===== config.mk =====
export PLATFORM = sky130hd
export DESIGN_NAME = tpm_selftest_scheduler
export DESIGN_NICKNAME = d
export VERILOG_FILES = /design/src/rtl/tpm_pkg.sv /design/src/rtl/tpm_lowest_set_bit.sv /design/src/rtl/tpm_selftest_scheduler.sv
export SDC_FILE = /design/constraint.sdc
export NUM_CORES = 1
export LEC_CHECK = 0
export CORE_UTILIZATION = 40
export CTS_CLUSTER_SIZE = 12
export DETAILED_ROUTE_END_ITERATION = 16
export PLACE_DENSITY = 0.69
export SLEW_MARGIN = 5
export SYNTH_ARGS = -nofsm -noshare
export SYNTH_HDL_FRONTEND = slang
export SYNTH_SLANG_ARGS = --single-unit

===== constraint.sdc =====
create_clock -name clock -period 6.55 [get_ports clock]
set_input_delay 1.31 -clock clock [delete_from_list [all_inputs] [get_ports clock]]
set_output_delay 1.31 -clock clock [all_outputs]
set_load 0.05 [all_outputs]

===== src/rtl/tpm_pkg.sv =====
// Shared TPM self-test definitions: sizing, scheduler state encoding and
// algorithm test-id constants.
package tpm_pkg;
  localparam int TPM_NUM_TESTS      = 40;
  localparam int TPM_ID_W           = 6;
  localparam int TPM_TIMEOUT_CYCLES = 4096;

  localparam logic TPMI_YES = 1'b1;

  typedef enum logic [2:0] {
    ST_IDLE  = 3'd0,
    ST_SCAN  = 3'd1,
    ST_ISSUE = 3'd2,
    ST_WAIT  = 3'd3,
    ST_FIN   = 3'd4
  } selftest_state_t;

  // Algorithm test ids as seen by the crypto test engine
  localparam int TEST_ID_RSA    = 0;
  localparam int TEST_ID_SHA1   = 1;
  localparam int TEST_ID_HMAC   = 2;
  localparam int TEST_ID_AES    = 3;
  localparam int TEST_ID_SHA256 = 4;
  localparam int TEST_ID_ECC    = 5;

  function automatic logic [15:0] sat_inc(input logic [15:0] v);
    return (v == 16'hFFFF) ? v : v + 16'd1;
  endfunction
endpackage


===== src/rtl/tpm_lowest_set_bit.sv =====
// Combinational priority encoder: index of the lowest set bit of vec.
module tpm_lowest_set_bit #(
  parameter int WIDTH = 40,
  parameter int ID_W  = 6
) (
  input  logic [WIDTH-1:0] vec,
  output logic             valid,
  output logic [ID_W-1:0]  index
);
  always_comb begin
    valid = |vec;
    index = '0;
    // Walk downwards so the lowest set bit is the last one written
    for (int i = WIDTH - 1; i >= 0; i--) begin
      if (vec[i]) index = ID_W'(i);
    end
  end
endmodule


===== src/rtl/tpm_selftest_scheduler.sv =====
// Sequences TPM algorithm self-tests one at a time over a req/ack/done
// handshake and keeps the testsRun / testsPassed / untested counts.
module tpm_selftest_scheduler
  import tpm_pkg::*;
#(
  parameter int NUM_TESTS      = TPM_NUM_TESTS,
  parameter int ID_W           = TPM_ID_W,
  parameter int TIMEOUT_CYCLES = TPM_TIMEOUT_CYCLES
) (
  input  logic                 clock,
  input  logic                 reset_n,
  input  logic                 start,
  input  logic                 full_test,
  input  logic [NUM_TESTS-1:0] to_test,
  input  logic                 abort,
  output logic                 test_req,
  output logic [ID_W-1:0]      test_id,
  input  logic                 test_ack,
  input  logic                 test_done,
  input  logic                 test_pass,
  output logic                 busy,
  output logic                 done,
  output logic                 failed,
  output logic                 timed_out,
  output logic [15:0]          testsRun,
  output logic [15:0]          testsPassed,
  output logic [15:0]          untested
);
  localparam int CW = $clog2(TIMEOUT_CYCLES) + 1;

  selftest_state_t state, next_state;

  logic [NUM_TESTS-1:0] pending, tested;
  logic [CW-1:0]        tmo_cnt;
  logic                 scan_valid;
  logic [ID_W-1:0]      scan_id;
  logic                 accept, finish, fin_pass, fin_tmo;
  logic [15:0]          pop;

  tpm_lowest_set_bit #(.WIDTH(NUM_TESTS), .ID_W(ID_W)) u_lsb (
    .vec  (pending),
    .valid(scan_valid),
    .index(scan_id)
  );

  always_ff @(posedge clock or negedge reset_n) begin
    if (!reset_n) state <= ST_IDLE;
    else          state <= next_state;
  end

  always_comb begin
    next_state = state;
    accept     = 1'b0;
    finish     = 1'b0;
    fin_pass   = 1'b0;
    fin_tmo    = 1'b0;
    case (state)
      ST_IDLE: if (start) begin
        accept     = 1'b1;
        next_state = ST_SCAN;
      end
      ST_SCAN: next_state = scan_valid ? ST_ISSUE : ST_FIN;
      ST_ISSUE: if (test_ack) begin
        // A done in the ack cycle is handled exactly as in WAIT
        if (test_done) begin
          finish     = 1'b1;
          fin_pass   = test_pass;
          next_state = test_pass ? ST_SCAN : ST_FIN;
        end else begin
          next_state = ST_WAIT;
        end
      end
      ST_WAIT: if (test_done) begin
        finish     = 1'b1;
        fin_pass   = test_pass;
        next_state = test_pass ? ST_SCAN : ST_FIN;
      end else if (tmo_cnt == CW'(TIMEOUT_CYCLES - 1)) begin
        finish     = 1'b1;
        fin_tmo    = 1'b1;
        next_state = ST_FIN;
      end
      ST_FIN:  next_state = ST_IDLE;
      default: next_state = ST_IDLE;
    endcase
    // abort beats everything, including a start in IDLE
    if (abort) begin
      next_state = ST_IDLE;
      accept     = 1'b0;
      finish     = 1'b0;
      fin_pass   = 1'b0;
      fin_tmo    = 1'b0;
    end
  end

  assign test_req = (state == ST_ISSUE);
  assign busy     = (state == ST_SCAN) || (state == ST_ISSUE) || (state == ST_WAIT);

  always_comb begin
    pop = '0;
    for (int i = 0; i < NUM_TESTS; i++) pop = pop + 16'(tested[i]);
  end

  always_ff @(posedge clock or negedge reset_n) begin
    if (!reset_n) begin
      pending     <= '0;
      tested      <= '0;
      test_id     <= '0;
      tmo_cnt     <= '0;
      testsRun    <= '0;
      testsPassed <= '0;
      failed      <= 1'b0;
      timed_out   <= 1'b0;
      done        <= 1'b0;
      untested    <= 16'(NUM_TESTS);
    end else begin
      done     <= (state == ST_FIN) && !abort;
      untested <= 16'(NUM_TESTS) - pop;

      if (state == ST_ISSUE && test_ack) tmo_cnt <= '0;
      else if (state == ST_WAIT)         tmo_cnt <= tmo_cnt + CW'(1);

      if (state == ST_SCAN && scan_valid) test_id <= scan_id;

      if (accept) begin
        testsRun    <= '0;
        testsPassed <= '0;
        failed      <= 1'b0;
        timed_out   <= 1'b0;
        if (full_test == TPMI_YES) begin
          pending <= '1;
          tested  <= '0;
        end else begin
          pending <= to_test & ~tested;
        end
      end

      if (finish) begin
        testsRun         <= sat_inc(testsRun);
        pending[test_id] <= 1'b0;
        if (fin_pass) begin
          testsPassed     <= sat_inc(testsPassed);
          tested[test_id] <= 1'b1;
        end else begin
          failed <= 1'b1;
          if (fin_tmo) timed_out <= 1'b1;
        end
      end
    end
  end
endmodule


==> results of run 1 <==
[through the flow]
stage                     power, mW  setup slack [ps]  instance area [sq um]
after detailed placement      1.786              1255                   9948
after CTS                     2.821              1225                  10560
final                         2.813              1253                  10560
after floorplan               1.551              1516                   8690
after global routing          2.943              1022                  10560
after global placement        1.771              1332                   9948
[cells by family (layout without fill, tap and decap cells)]
| logic type | Yosys count | after routing | share of synthesized area (%) |
|---|---|---|---|
| compound gates | 213 | 213 | 17.32 |
| xor+xnor | 13 | 13 | 1.310 |
| fa+ha+maj | 75 | 75 | 13.65 |
| buf+inv | 144 | 245 | 6.739 |
| flops | 148 | 148 | 42.65 |
| mux | 16 | 16 | 1.872 |
| simple gates | 273 | 273 | 16.46 |
[layout make-up]
class,count,area (sq um)
clock buffer,18,439.2
clock inverter,14,173.9
timing repair buffer,114,1122
inverter,99,371.6
sequential,148,3706
multi-input combinational,590,4404
fill,1936,10590
tap,275,344.1
[cell usage after synthesis, types with 4 or more instances]
library cell,number
a21oi_1,65
a221oi_1,40
a22o_1,41
a31oi_1,7
and2_1,5
and3_1,9
buf_1,5
buf_4,5
clkbuf_1,29
dfrtp_1,146
fa_1,33
ha_1,42
inv_1,99
mux2i_1,14
nand2_1,44
nand2b_1,14
nand3_1,20
nand4_1,14
nor2_1,90
nor3_1,15
nor3b_1,6
nor4_1,21
o211ai_1,4
o21ai_0,19
o31ai_1,15
or4_1,6
xnor2_1,5
xor2_1,8
[sequential cells by signal (all words and copies together), names as in the netlist]
register and count:
test_id 6, tmo_cnt 13, testsRun 16, timed_out 1, failed 1, pending 40, untested 11, state 3
tested 40, testsPassed 16, done 1
[worst max-delay path: cells and delay by family, from the launching register on]
family | cells | cell delay, ps
compound gates | 1 | 140
fa+ha+maj | 11 | 4300
buf+inv | 4 | 280
flops | 1 | 340
simple gates | 2 | 170
[worst min path at each step]
stage               cells past startpoint  slack, ps         from     endpoint
detailed placement                      1        470  tmo_cnt[12]  tmo_cnt[12]
CTS                                     1        490  tmo_cnt[12]  tmo_cnt[12]
finish                                  1        480  tmo_cnt[12]  tmo_cnt[12]
global route                            1        510  tmo_cnt[12]  tmo_cnt[12]
floorplan                               1        440  tmo_cnt[12]  tmo_cnt[12]
global placement                        1        460  tmo_cnt[12]  tmo_cnt[12]
[metal layers]
metal | track usage, % | wire length, um
met1 | 30.09 | 10810
met2 | 34.12 | 10890
met3 | 4.648 | 1157
met4 | 7.041 | 380
met5 | 0 | 0
[power by group through the flow]
stage / logic (mW) / clock network [mW] / registers (mW)
after floorplan: 0.323 / 0 / 1.23
after global placement: 0.569 / 0 / 1.20
after detailed placement: 0.579 / 0 / 1.21
after CTS: 0.586 / 1.04 / 1.19
after global routing: 0.640 / 1.09 / 1.21
final: 0.584 / 1.04 / 1.19
==> reports/metrics.cfg, run 1 <==
[worst_setup_path]
worst_r2r_endpoint=untested[6]
r2r_setup_slack_ps=1250
path_cells=inv_1, fa_1, ha_1, inv_1, fa_1, fa_1, inv_1, fa_1, fa_1, fa_1, ha_1, ha_1, fa_1, a21oi_1, nor2_1, nor2_1, ha_1, inv_1
critPathKind=register to register
worstReg2RegStart=tested[4]
slowest_stage=fa_1
worstPathRequired_ps=6920
r2r_cells=18
end_kind=register
worst_ep_arrival_time_ps=5670
cp_max_fo=2
endpoint=untested[6]
cp_common_cell=fa_1
crit_start=tested[4]
critPathLaunchType=register
slowest_delay_ps=540

[synth]
synthesis.nets=1005
ys_async_sr_fraction_pct=100.0
yosysTopAreaCell=dfrtp_1
syn_inst=882
synthesis.area_sq_um=8690
synth_area_per_cell_sq_um=9.852
ys_seq_elements=148
synth_edf_count=0
ys_top_cells_by_area=dfrtp_1 42%, fa_1 7.6%, ha_1 6.0%
synth.top_cell.area_share_pct=42.04
synth-main-ff-cell=dfrtp_1
synth.distinct_cells=63
yosysWarnings=0
yosysSeqAreaShare_pct=42.65

[cells_and_area]
area_delta_synth_final_pct=21.54
layout_commonest_cell=dfrtp_1
final_layout_size_suffix_gt1_share_pct=6.104
fin_util_pct=49.93
final_cell_mix=146 x dfrtp_1, 105 x clkdlybuf4s50_1, 99 x inv_1, 90 x nor2_1, 65 x a21oi_1
final_cells=1258
antennaDiodeCount=0
final_nets=1093

[detailed_routing]
dr_total_vias=7053
wire_per_inst_um=18.47
dr.pass1.iters=5
drtIter0Drc=504
ant_nets=0
drc=0
viasPerCell=5.607
wl_um=23230

[clock_network]
clk_pin_slew_worst_paths_ps=70
cts_resized=0
cts_buffers=17
postCtsSetupBuffers=0
cts_tree=built
cts-htree-levels=4
clockBufferDepth=2
clkSinkCount=148
cts_root_buffer=clkbuf_16
clock_latency_ps=430
ctsHoldBuffers=0

[grt]
grt_remaining_overflow=0
grt_usage_pct=21.84
antenna_found_initial=0
grt_first_pass_wirelength_um=37200
grt_pass1_vias=7014
grt_max_degree=95

[timing]
min_period_ps=5297
relSlewSlack_pct=19.27
skew_ps=7.478
rsz0062_at_grt=false
finalSetupViolations=0
tightest_slew_ps=1207
period_share_pct=80.87
tns_ps=0
hold_slack_ps=484.6
hold_viol=0
fmax_mhz=188.8
report.final.slew_viol_count=0

[placement]
dp_hpwl_um=16460
gp_congestion=0.8470
dpl.cell_count=1226
io_buffers=106

[power_and_ir_drop]
max-vdd-ir-drop_v=0.0001558
power.share.clock_pct=36.8
p_comb_share_pct=20.8
p_sw_share_pct=33.12
p_seq_share_pct=42.4
power_density_nw_per_um2=266.4
intPower_mw=1.882
p_leak_nw=4.404
power.switching_uw=931.8

[floorplanning]
initial_core_util_pct=41.08
fp.dieW_um=149.4
dieArea_sq_um=22320
fp.dieH_um=149.4
rows=53
pin_count=107
core_area_sq_um=21150

[job]
maxCapViolCount=0

[min_path]
hold_class=register to register

[outcome]
run_status=finished, final reports clean

Power figures use the tool's default switching activity.
==> run 2, diff against run 1 <==
==> constraint.sdc (replaced) <==
create_clock -name clock -period 5 [get_ports clock]
set_input_delay 1 -clock clock [delete_from_list [all_inputs] [get_ports clock]]
set_output_delay 1 -clock clock [all_outputs]
set_load 0.05 [all_outputs]
==> run 2 against run 1 <==
Effect of this change: the flow now finishes with violations (setup timing); total power increased by 31%; hold slack improved by 0.74 ps; clock power increased by 29%; clock skew about the same; non-clock buffer count increased by 24; maximum frequency increased by 5.4%; critical path depth unchanged; sequential share of layout area decreased by 0.76 points; sequential power increased by 31%; register-to-register slack got worse by 1300 ps; count of clock-buffer cells in the layout unchanged; flip-flop and latch count unchanged; largest power group unchanged.
==> reports/metrics.cfg, run 2 (synthesis results as in run 1) <==
[outcome]
run_status=finished with violations
violations=setup timing

[floorplanning]
fp.dieW_um=149.4  ; unchanged
dieArea_sq_um=22320  ; unchanged
pin_count=107  ; unchanged
fp.dieH_um=149.4  ; unchanged
initial_core_util_pct=41.08  ; unchanged
rows=53  ; unchanged
core_area_sq_um=21150  ; unchanged

[detailed_routing]
viasPerCell=5.583  ; -0.43%
ant_nets=0  ; unchanged
dr_total_vias=7157  ; +1.5%
dr.pass1.iters=5  ; unchanged
drtIter0Drc=599  ; +19%
wl_um=23380  ; +0.63%
drc=0  ; unchanged
wire_per_inst_um=18.24  ; -1.3%

[clock_network]
clk_pin_slew_worst_paths_ps=70  ; about the same
cts-htree-levels=4  ; unchanged
cts_buffers=17  ; unchanged
ctsHoldBuffers=0  ; unchanged
clockBufferDepth=2  ; unchanged
cts_tree=built
cts_root_buffer=clkbuf_16
clock_latency_ps=430  ; about the same
clkSinkCount=148  ; unchanged

[grt]
grt_pass1_vias=6987  ; -0.38%
grt_usage_pct=21.86  ; +0.024 points
antenna_found_initial=0  ; unchanged
grt_first_pass_wirelength_um=37260  ; +0.17%
grt_remaining_overflow=0  ; unchanged
grt_max_degree=82  ; -14%

[placement]
dpl.cell_count=1246  ; +1.6%
io_buffers=106  ; unchanged
dp_hpwl_um=16650  ; +1.2%
gp_congestion=0.8631  ; +1.9%

[power_and_ir_drop]
power_density_nw_per_um2=341.0  ; +28%
p_leak_nw=4.503  ; +2.3%
power_mw=3.682  ; +31%
max-vdd-ir-drop_v=0.0001982  ; +27%

[cells_and_area]
final_cell_mix=146 x dfrtp_1, 105 x clkdlybuf4s50_1, 89 x inv_1, 89 x nor2_1, 63 x a21oi_1
final_cells=1282  ; +1.9%
fin_util_pct=51.04  ; +1.1 points
final_layout_size_suffix_gt1_share_pct=10.72  ; +4.6 points
layout_commonest_cell=dfrtp_1
final_nets=1117  ; +2.2%
area_delta_synth_final_pct=24.25
reg_top3=pending x40, tested x40
nFillCells=1942  ; +0.31%
antennaDiodeCount=0  ; unchanged

[worst_setup_path]
cp_max_fo=2  ; unchanged
worstPathRequired_ps=5370  ; -1550 ps
end_kind=register
critPathKind=register to register
critPathLaunchType=register
worst_ep_arrival_time_ps=5400  ; -270 ps

[timing]
relSlewSlack_pct=26.32  ; +7.1 points
skew_ps=7.899  ; +0.4209 ps
min_period_ps=5027  ; -270.3 ps
layout_setup_ws_ps=-26.84  ; -1280 ps
finalSetupViolations=1  ; +1
tightest_slew_ps=1101  ; -105.4 ps
report.final.slew_viol_count=0  ; unchanged
tns_ps=-26.84  ; -26.84 ps
fmax_mhz=198.9  ; +5.4%
period_share_pct=100.5  ; +20 points
rsz0062_at_grt=true
hold_slack_ps=485.3  ; +0.7400 ps
hold_viol=0  ; unchanged

[min_path]
hold_class=register to register

[job]
maxCapViolCount=0  ; unchanged

## run 2: path summary, 6_finish.rpt
path,startpoint,to,slack [ps],cells after the start
setup / recovery,tested[3],untested[6],-30,18
hold / removal,tmo_cnt[12],tmo_cnt[12],490,1
setup reg to reg,tested[3],untested[6],-30,18
hold reg to reg,tmo_cnt[12],tmo_cnt[12],490,1
max in group asynchronous,reset_n,untested[3],3330,2
min in group asynchronous,reset_n,testsRun[12],630,1
## run 2: final cells by class
cell class | count | area, sq um | area share (%)
sequential | 148 | 3706 | 34.33
tap | 275 | 344.1 | 3.187
clock buffer | 18 | 429.2 | 3.975
timing repair buffer | 138 | 1303 | 12.06
inverter | 99 | 371.6 | 3.442
clock inverter | 14 | 178.9 | 1.657
multi-input combinational | 590 | 4464 | 41.35
## run 2: what timing repair did
item / CTS / global route
setup buffers: 1 / 3
gates cloned: 0 / 0
pin swaps: 14 / 10
endpoints found under the hold margin: 0 / 0
gates resized for setup: 13 / 13
setup endpoints to repair: 7 / 6
## run 2: where the power goes
group	internal, mW	switching (mW)	total [mW]
logic	0.314	0.473	0.787
clock network	0.791	0.545	1.34
registers	1.36	0.198	1.56
total	2.47	1.22	3.68
## run 2: stage by stage
step | instance area, sq um | setup slack (ps)
global placement | 10100 | -152.4
detailed placement | 10100 | -234.8
floorplan | 8690 | 9.808
global route | 10800 | -177.3
finish | 10800 | -26.84
CTS | 10760 | -40.35
## run 2: worst max-delay path: stages (launching register included)
cell and delay, ps:
dfrtp_1 360, inv_2 50, fa_1 550, ha_1 140, inv_1 50, fa_1 480
fa_2 560, fa_1 430, fa_1 460, fa_1 490, inv_1 40, ha_2 190
ha_4 170, fa_2 390, a21oi_2 160, nor2_2 50, nor2_1 100, ha_1 230
inv_1 50
## run 2: per-layer routing
| layer | up-vias | part of all wire [%] | global-route usage (%) |
|---|---|---|---|
| met4 | 0 | 1.5 | 6.939 |
| met2 | 218 | 47 | 33.98 |
| li1 | 3383 | - | - |
| met3 | 27 | 5.1 | 3.211 |
| met5 | - | 0 | 0 |
| met1 | 3529 | 46 | 31.27 |
